[src/rtl/zbus_ser_pkg.sv]
// zbus_ser_pkg
//   Shared zbus definitions used by the width serializer (and the future
//   deserializer): beat-order constants, serializer state encoding and a
//   counter-width helper that never returns zero.
package zbus_ser_pkg;

  // Beat order: which slice of the wide word leaves first.
  localparam int ORD_LSB = 0;
  localparam int ORD_MSB = 1;

  typedef enum logic {
    ZS_IDLE = 1'b0,
    ZS_BUSY = 1'b1
  } zser_state_e;

  // $clog2 with a floor of 1, so a counter for a single-entry range still
  // has a legal one-bit width.
  function automatic int clog2_min1(input int n);
    return (n <= 2) ? 1 : $clog2(n);
  endfunction

endpackage

[src/rtl/zbus_ser.sv]
// zbus_ser
//   Width serializer: accepts one BW*SN-bit word per zi transfer and emits it
//   as SN beats of BW bits on the zo side, with zero-bubble streaming of
//   consecutive words.
//
// Ports
//   z_clk    in   clock, all state on rising edge
//   z_rst_n  in   asynchronous reset, active-low
//   zi_vld   in   input word valid
//   zi_bus   in   input wide word (BW*SN)
//   zi_ack   out  input word acknowledge (combinational)
//   zo_vld   out  output beat valid
//   zo_bus   out  output beat data (BW)
//   zo_lst   out  last beat of the current word
//   zo_cnt   out  index of the current beat (SNL)
//   zo_ack   in   output beat acknowledge
//
// state   | meaning
// --------+---------------------------------------------------------------
// ZS_IDLE | no word held, zi_ack high, zo_vld low
// ZS_BUSY | word held in buf_q, beat cnt_q presented on zo_bus
module zbus_ser
  import zbus_ser_pkg::*;
#(
  parameter int BW  = 8,
  parameter int SN  = 4,
  parameter int SNL = clog2_min1(SN),
  parameter int ORD = ORD_LSB
) (
  input  logic             z_clk,
  input  logic             z_rst_n,
  input  logic             zi_vld,
  input  logic [BW*SN-1:0] zi_bus,
  output logic             zi_ack,
  output logic             zo_vld,
  output logic [BW-1:0]    zo_bus,
  output logic             zo_lst,
  output logic [SNL-1:0]   zo_cnt,
  input  logic             zo_ack
);

  localparam logic [SNL-1:0] CNT_LAST = SNL'(SN - 1);

  zser_state_e      state_q, state_d;
  logic [SNL-1:0]   cnt_q, cnt_d;
  logic [BW*SN-1:0] buf_q, buf_d;
  logic             last_beat;
  logic             zi_trn;
  logic             zo_trn;

  assign last_beat = (cnt_q == CNT_LAST);
  assign zo_vld    = (state_q == ZS_BUSY);
  assign zo_trn    = zo_vld & zo_ack;
  // A new word may enter in the same cycle the previous word's last beat
  // leaves, which is what gives gap-free streaming.
  assign zi_ack    = ~zo_vld | (zo_trn & last_beat);
  assign zi_trn    = zi_vld & zi_ack;
  // With a single beat per word the counter always sits on its last value,
  // so lst is held high; consumers qualify it with zo_vld.
  assign zo_lst    = (SN == 1) ? 1'b1 : (zo_vld & last_beat);
  assign zo_cnt    = cnt_q;

  // Slice mux straight off the registered buffer: stable under backpressure.
  always_comb begin
    int sel;
    sel    = (ORD == ORD_MSB) ? (SN - 1 - int'(cnt_q)) : int'(cnt_q);
    zo_bus = '0;
    for (int i = 0; i < SN; i++) begin
      if (sel == i) zo_bus = buf_q[i*BW +: BW];
    end
  end

  always_comb begin
    state_d = state_q;
    cnt_d   = cnt_q;
    buf_d   = buf_q;
    case (state_q)
      ZS_IDLE: begin
        if (zi_trn) begin
          state_d = ZS_BUSY;
          buf_d   = zi_bus;
          cnt_d   = '0;
        end
      end
      ZS_BUSY: begin
        if (zo_trn) begin
          if (!last_beat) begin
            cnt_d = cnt_q + SNL'(1);
          end else begin
            cnt_d = '0;
            if (zi_trn) buf_d = zi_bus;
            else        state_d = ZS_IDLE;
          end
        end
      end
      default: begin
        state_d = ZS_IDLE;
        cnt_d   = '0;
      end
    endcase
  end

  always_ff @(posedge z_clk or negedge z_rst_n) begin
    if (!z_rst_n) begin
      state_q <= ZS_IDLE;
      cnt_q   <= '0;
      buf_q   <= '0;
    end else begin
      state_q <= state_d;
      cnt_q   <= cnt_d;
      buf_q   <= buf_d;
    end
  end

endmodule

[config.mk]
export PLATFORM = sky130hd
export DESIGN_NAME = zbus_ser
export DESIGN_NICKNAME = d
export VERILOG_FILES = /design/src/rtl/zbus_ser_pkg.sv /design/src/rtl/zbus_ser.sv
export SDC_FILE = /design/constraint.sdc
export NUM_CORES = 1
export LEC_CHECK = 0
export ABC_AREA = 1
export BUFFER_PORTS_ARGS = -buffer_cell sky130_fd_sc_hd__buf_2
export CORE_ASPECT_RATIO = 1.75
export CORE_MARGIN = 5
export CORE_UTILIZATION = 52
export DETAILED_ROUTE_END_ITERATION = 8
export GPL_TIMING_DRIVEN = 0
export PLACE_DENSITY = 0.89
export SYNTH_ARGS = -nofsm -noshare
export SYNTH_HDL_FRONTEND = slang
export SYNTH_SLANG_ARGS = --single-unit
[constraint.sdc]
create_clock -name z_clk -period 2.1 [get_ports z_clk]
set_clock_uncertainty 0.05 [all_clocks]
set_input_delay 0.525 -clock z_clk [delete_from_list [all_inputs] [get_ports z_clk]]
set_output_delay 0.525 -clock z_clk [all_outputs]
set_load 0.01 [all_outputs]
==> impl_metrics.toml, run 1 <==
[critical_path]
cp_common_cell = "nand2_1"
cpPeakStageDelay_ps = 450
crit_family = "flip-flops"
setup.worst_path.start_class = "register"
path_buf_inv = 3
slowest_stage = "dfrtp_2"
crit_fanout = 9
worstPathArrival_ps = 1600
crit_chain = "buf_6 -> ha_4 -> inv_6 -> nand3_1 -> nand2_1 -> nand2_1 -> nand2_1 -> buf_2"
path_class = "register to primary output"
cp.required_ps = 1520
cp-end-kind = "primary output"
r2r_slack_ps = 590

[clock_tree]
clock_path_buffers = 2
cts_inserted_buffers = 5
cts_tree = "built"
clk_latency_ps = 280
clk_pin_slew_worst_paths_ps = 60
cts_root_buf = "clkbuf_8"
htreeDepth = 2
cts.sinks = 35

[power]
power_density_nw_per_um2 = 1451
seq_power_share_pct = 36.7
swShare_pct = 42.40
pwr-share-clk_pct = 14.0
internal-power_uw = 1880
p_comb_share_pct = 49.3
vdd_drop_max_mv = 0.9412
p_switching_uw = 1384
p_leak_uw = 0.001257

[finish]
fin_nets = 323
fin_area_um2 = 2250
area_growth_syn_to_layout_pct = 25.65
antenna_cells = 0
fin_util_pct = 66.89
drive_gt1_share_pct = 29.23

[sta]
hold_viol = 0
fin_crit_ps = 2170
setup_violations = 2
worstMarginPinSlew_ps = 760.2
max_freq_mhz = 460.7
report.final.slew_viol_count = 0
tns_ps = -96.63
rsz0062_at_grt = "true"
worst_slack_ps = -70.49
fin_crit_sh_pct = 103.4
slew_headroom_pct = 49.32

[grt]
grt_max_degree = 36
use_met3_pct = 4.089
grt_util_met2_pct = 37.08
gr-usage-met1_pct = 22.31
grt_pass1_wl_um = 7265
grt_overflow = 0
busiest_layer = "met2"
grt_pass1_vias = 1686
antenna_found_initial = 0
grt_usage_pct = 20.99

[detailed_routing]
dr.pass1.iters = 4
antenna_left = 0
drcViolationCount = 0
finalWirelength_um = 4358
dr.first_iter.drc_count = 44
wl_per_cell_um = 13.25
vias = 1662
viasPerCell = 5.052

[synth]
ys_types = 15
synth.ff_latch_count = 35
synth.avg_cell_area_um2 = 7.718
yosysWarnings = 0
syn_area_um2 = 1790
synthCells = 232
yosysSeqAreaShare_pct = 48.92
synth_nets = 272

[floorplan]
die_w_um = 54.36
start_util_pct = 53.24
die-area_um2 = 4763
die_y_um = 87.63
core_area_um2 = 3363
num_rows = 28
num_io_pins = 49

[run]
maxCapViolations = 0

[placement]
placed_area_um2 = 2082
dp_hpwl_um = 3240
place_worst_setup_slack_ps = 12.64
io_buffers = 47
place.gp.congestion = 0.8690

[outcome]
status = "complete, but fails checks"
violations = "setup timing"

[hold_path]
min_path_type = "input port to async pin"
-- state kept, by name, summed over array words and instances, names as in the netlist --
signal / flops
buf_q: 32
zo_cnt: 2
zo_vld: 1
-- cell usage in the layout (no fill, tap or decap), types with 2 or more instances in the layout --
cell type	count
nand2_1	100
buf_2	51
nand3_1	39
dfrtp_1	33
a21oi_1	13
inv_1	10
buf_6	7
clkbuf_8	5
a21oi_2	3
o21ai_0	3
ha_4	3
nand3_2	2
buf_4	2
clkbuf_1	2
dfrtp_2	2
-- per-stage QoR --
step                      std cells  hold slack [ps]  total power (uW)
after floorplan                 232            179.4              2119
after global placement          324            404.3              2556
after detailed placement        324            408.4              2610
after CTS                       329            285.2              3256
after global routing            329            329.3              3547
final                           329            262.6              3264
-- worst reg2reg max path: stages (launching register included) --
cell	delay [ps]
dfrtp_2	420
ha_2	190
buf_6	150
nand2_2	100
nand2_8	130
nand2_4	90
buf_6	150
nand2_1	80
nand2_1	50
-- kinds of logic after synthesis --
group                    after synthesis  synth area share, %
adder cells (fa/ha/maj)                4                2.795
buffers and inverters                 29                8.735
AND/OR/NAND/NOR                      145                34.24
flip-flops                            35                48.92
AO/OA/AOI/OAI                         19                5.311
-- worst paths after layout --
| path | depth (start not counted) | startpoint | end |
|---|---|---|---|
| max in group asynchronous | 1 | z_rst_n | zo_cnt[0] |
| worst max register to register | 8 | zo_cnt[0] | buf_q[19] |
| min in group z_clk | 3 | zi_bus[22] | buf_q[22] |
| worst max-delay path | 8 | zo_cnt[0] | zo_bus[0] |
| worst min-delay path | 1 | z_rst_n | zo_vld |
| worst min register to register | 2 | buf_q[22] | buf_q[22] |
-- power groups by stage --
stage	clock, uW	combinational (uW)	sequential, uW
3_5_place_dp	0	1440	1170
4_1_cts	468	1610	1180
5_1_grt	499	1820	1230
3_3_place_gp	0	1400	1160
2_1_floorplan	0	987	1130
6_report	457	1610	1200
-- timing repair --
item                                   CTS  global route
gates resized for setup                 25             2
setup endpoints to repair                9             8
endpoints found under the hold margin    0             0
buffers inserted                         1             0
pin swaps                                0             1
hold buffers                             0             0
-- final cells by class --
| class | count | area (um2) |
|---|---|---|
| buffer | 12 | 102.6 |
| clock inverter | 1 | 5.005 |
| sequential | 35 | 878.3 |
| multi-input combinational | 168 | 828.3 |
| fill | 301 | 1114 |
| inverter | 13 | 56.30 |
| clock buffer | 7 | 76.32 |
| tap | 45 | 56.30 |
| timing repair buffer | 48 | 246.5 |
-- synth_stat cells, drive strengths merged --
| cell type | count | share of area (%) |
|---|---|---|
| ha | 4 | 2.8 |
| inv | 13 | 2.7 |
| clkbuf | 2 | 0.49 |
| a21oi | 16 | 4.5 |
| nand2 | 103 | 23 |
| nand3 | 41 | 11 |
| nor2 | 1 | 0.21 |
| buf | 14 | 5.5 |
| dfrtp | 35 | 49 |
| o21ai | 3 | 0.84 |
-- layer usage --
metal,part of all wire (%),up-vias
met5,0,-
met4,3.7,0
met3,4.2,14
met2,54,47
met1,38,763
li1,-,838
No activity file was read; power rests on OpenSTA's default activity.
==> run 2: changes to the inputs <==
--- a/config.mk
+++ b/config.mk
@@ -7,7 +7,7 @@
 export LEC_CHECK = 0
 export ABC_AREA = 1
 export BUFFER_PORTS_ARGS = -buffer_cell sky130_fd_sc_hd__buf_2
-export CORE_ASPECT_RATIO = 1.75
+export CORE_ASPECT_RATIO = 0.7
 export CORE_MARGIN = 5
 export CORE_UTILIZATION = 52
 export DETAILED_ROUTE_END_ITERATION = 8
==> impl_metrics.toml, run 2 (synthesis results as in run 1) <==
[outcome]
status = "complete, but fails checks"
violations = "setup timing"

[sta]
setup_violations = 9
max_freq_mhz = 454.3
rsz0062_at_grt = "true"
hold_viol = 0
tns_ps = -592.2
fin_crit_ps = 2201
whs_ps = 254.9
slew_headroom_pct = 47.76
worstMarginPinSlew_ps = 783.6
fin_crit_sh_pct = 104.8
worst_slack_ps = -101.2
report.final.slew_viol_count = 0

[critical_path]
slowest_stage = "dfrtp_2"
path_class = "register to primary output"
crit_fanout = 6
crit_family = "buffers and inverters"
path_buf_inv = 4
cpPeakStageDelay_ps = 450
cp-end-kind = "primary output"
worstPathArrival_ps = 1630
setup.worst_path.start_class = "register"
r2r_slack_ps = 220
crit_cells = 8
worstRegToRegCells = 10
cp.required_ps = 1520
crit_chain = "buf_6 -> ha_4 -> buf_8 -> buf_8 -> a21oi_2 -> nand2_1 -> nand2_1 -> buf_2"

[detailed_routing]
dr.pass1.iters = 4
vias = 1761
finalWirelength_um = 5073
antenna_left = 0
drcViolationCount = 0
viasPerCell = 5.179
wl_per_cell_um = 14.92
dr.first_iter.drc_count = 138

[floorplan]
die-area_um2 = 4736
die_w_um = 80.14
start_util_pct = 55.38
core_area_um2 = 3233
num_io_pins = 49
die_y_um = 59.10
num_rows = 17

[placement]
place.gp.congestion = 0.8507
io_buffers = 47
dp_hpwl_um = 3317
placed_area_um2 = 2085

[grt]
antenna_found_initial = 0
grt_usage_pct = 22.76
grt_overflow = 0
grt_max_degree = 36
grt_pass1_wl_um = 8128
grt_pass1_vias = 1750

[hold_path]
min_path_type = "input port to async pin"

[finish]
area_growth_syn_to_layout_pct = 36.62
largest_reg_flops = 32
final_common_cell = "nand2_1"
fin_nets = 332
antenna_cells = 0
drive_gt1_share_pct = 33.45
final_cell_mix = "98 x nand2_1, 50 x buf_2, 41 x nand3_1, 34 x dfrtp_1, 10 x buf_6"
largest-register = "buf_q"
fin_area_um2 = 2446
fin_util_pct = 75.66

[power]
p_leak_uw = 0.001351
vdd_drop_max_mv = 0.8730
total_power_uw = 3792
power_density_nw_per_um2 = 1550

[run]
maxCapViolations = 0

[clock_tree]
cts_tree = "built"
clk_pin_slew_worst_paths_ps = 80
clock_path_buffers = 2
cts_root_buf = "clkbuf_8"
cts_inserted_buffers = 5
hold_buffers = 0
cts.sinks = 35
htreeDepth = 2
clk_latency_ps = 290
[run 2: changes by cell type in the layout (fill, tap and decap cells not counted), moves of 3 or more]
cell,delta
buf_4,+3
a21oi_2,+3
buf_6,+3
a21oi_1,-4
buf_8,+3
[run 2: path summary, 6_finish.rpt]
kind,start,endpoint
min in group z_clk,zi_bus[17],buf_q[17]
max reg2reg,zo_cnt[0],buf_q[16]
max in group asynchronous,z_rst_n,zo_cnt[0]
min reg2reg,buf_q[18],buf_q[18]
max,zo_cnt[0],zo_bus[6]
min,z_rst_n,buf_q[29]
[run 2: timing repair]
action / 4_1_cts / 5_1_grt
endpoints found under the setup margin: 9 / 9
pin swaps: 3 / 3
gates resized for setup: 27 / 18
setup buffers: 5 / 1
cloned: 2 / 1
[run 2: per-layer routing]
metal / part of all wire (%) / vias to the layer above / track usage, %
met5: 0 / - / 0
met4: 1.9 / 0 / 7.229
met3: 8.1 / 9 / 6.231
met2: 44 / 72 / 34.32
met1: 46 / 825 / 31.96
li1: - / 855 / -
[run 2: worst reg2reg max path: cells and delay by family (launching register included)]
family                   cells  cell delay, ps
buffers and inverters        5             840
adder cells (fa/ha/maj)      1             160
AND/OR/NAND/NOR              4             280
flip-flops                   1             450
[run 2: area by class of cell]
cell class	instances	area (um2)
clock buffer	6	82.58
sequential	35	877.1
inverter	13	53.80
clock inverter	2	35.03
fill	248	787.0
timing repair buffer	56	347.8
buffer	13	125.1
multi-input combinational	168	865.8
tap	47	58.81
[run 2: metrics by stage]
stage | setup WS [ps] | std cells
floorplan | 239.9 | 232
global placement | 37.54 | 326
detailed placement | 22.91 | 326
CTS | -71.77 | 338
global route | -176.0 | 340
finish | -101.2 | 340
[run 2: report_power, final]
group	switching [uW]	internal [uW]	total, uW	leakage, uW
logic	1090	866	1960	0.000857
registers	217	982	1200	0.000433
clock network	252	384	636	0.0000612
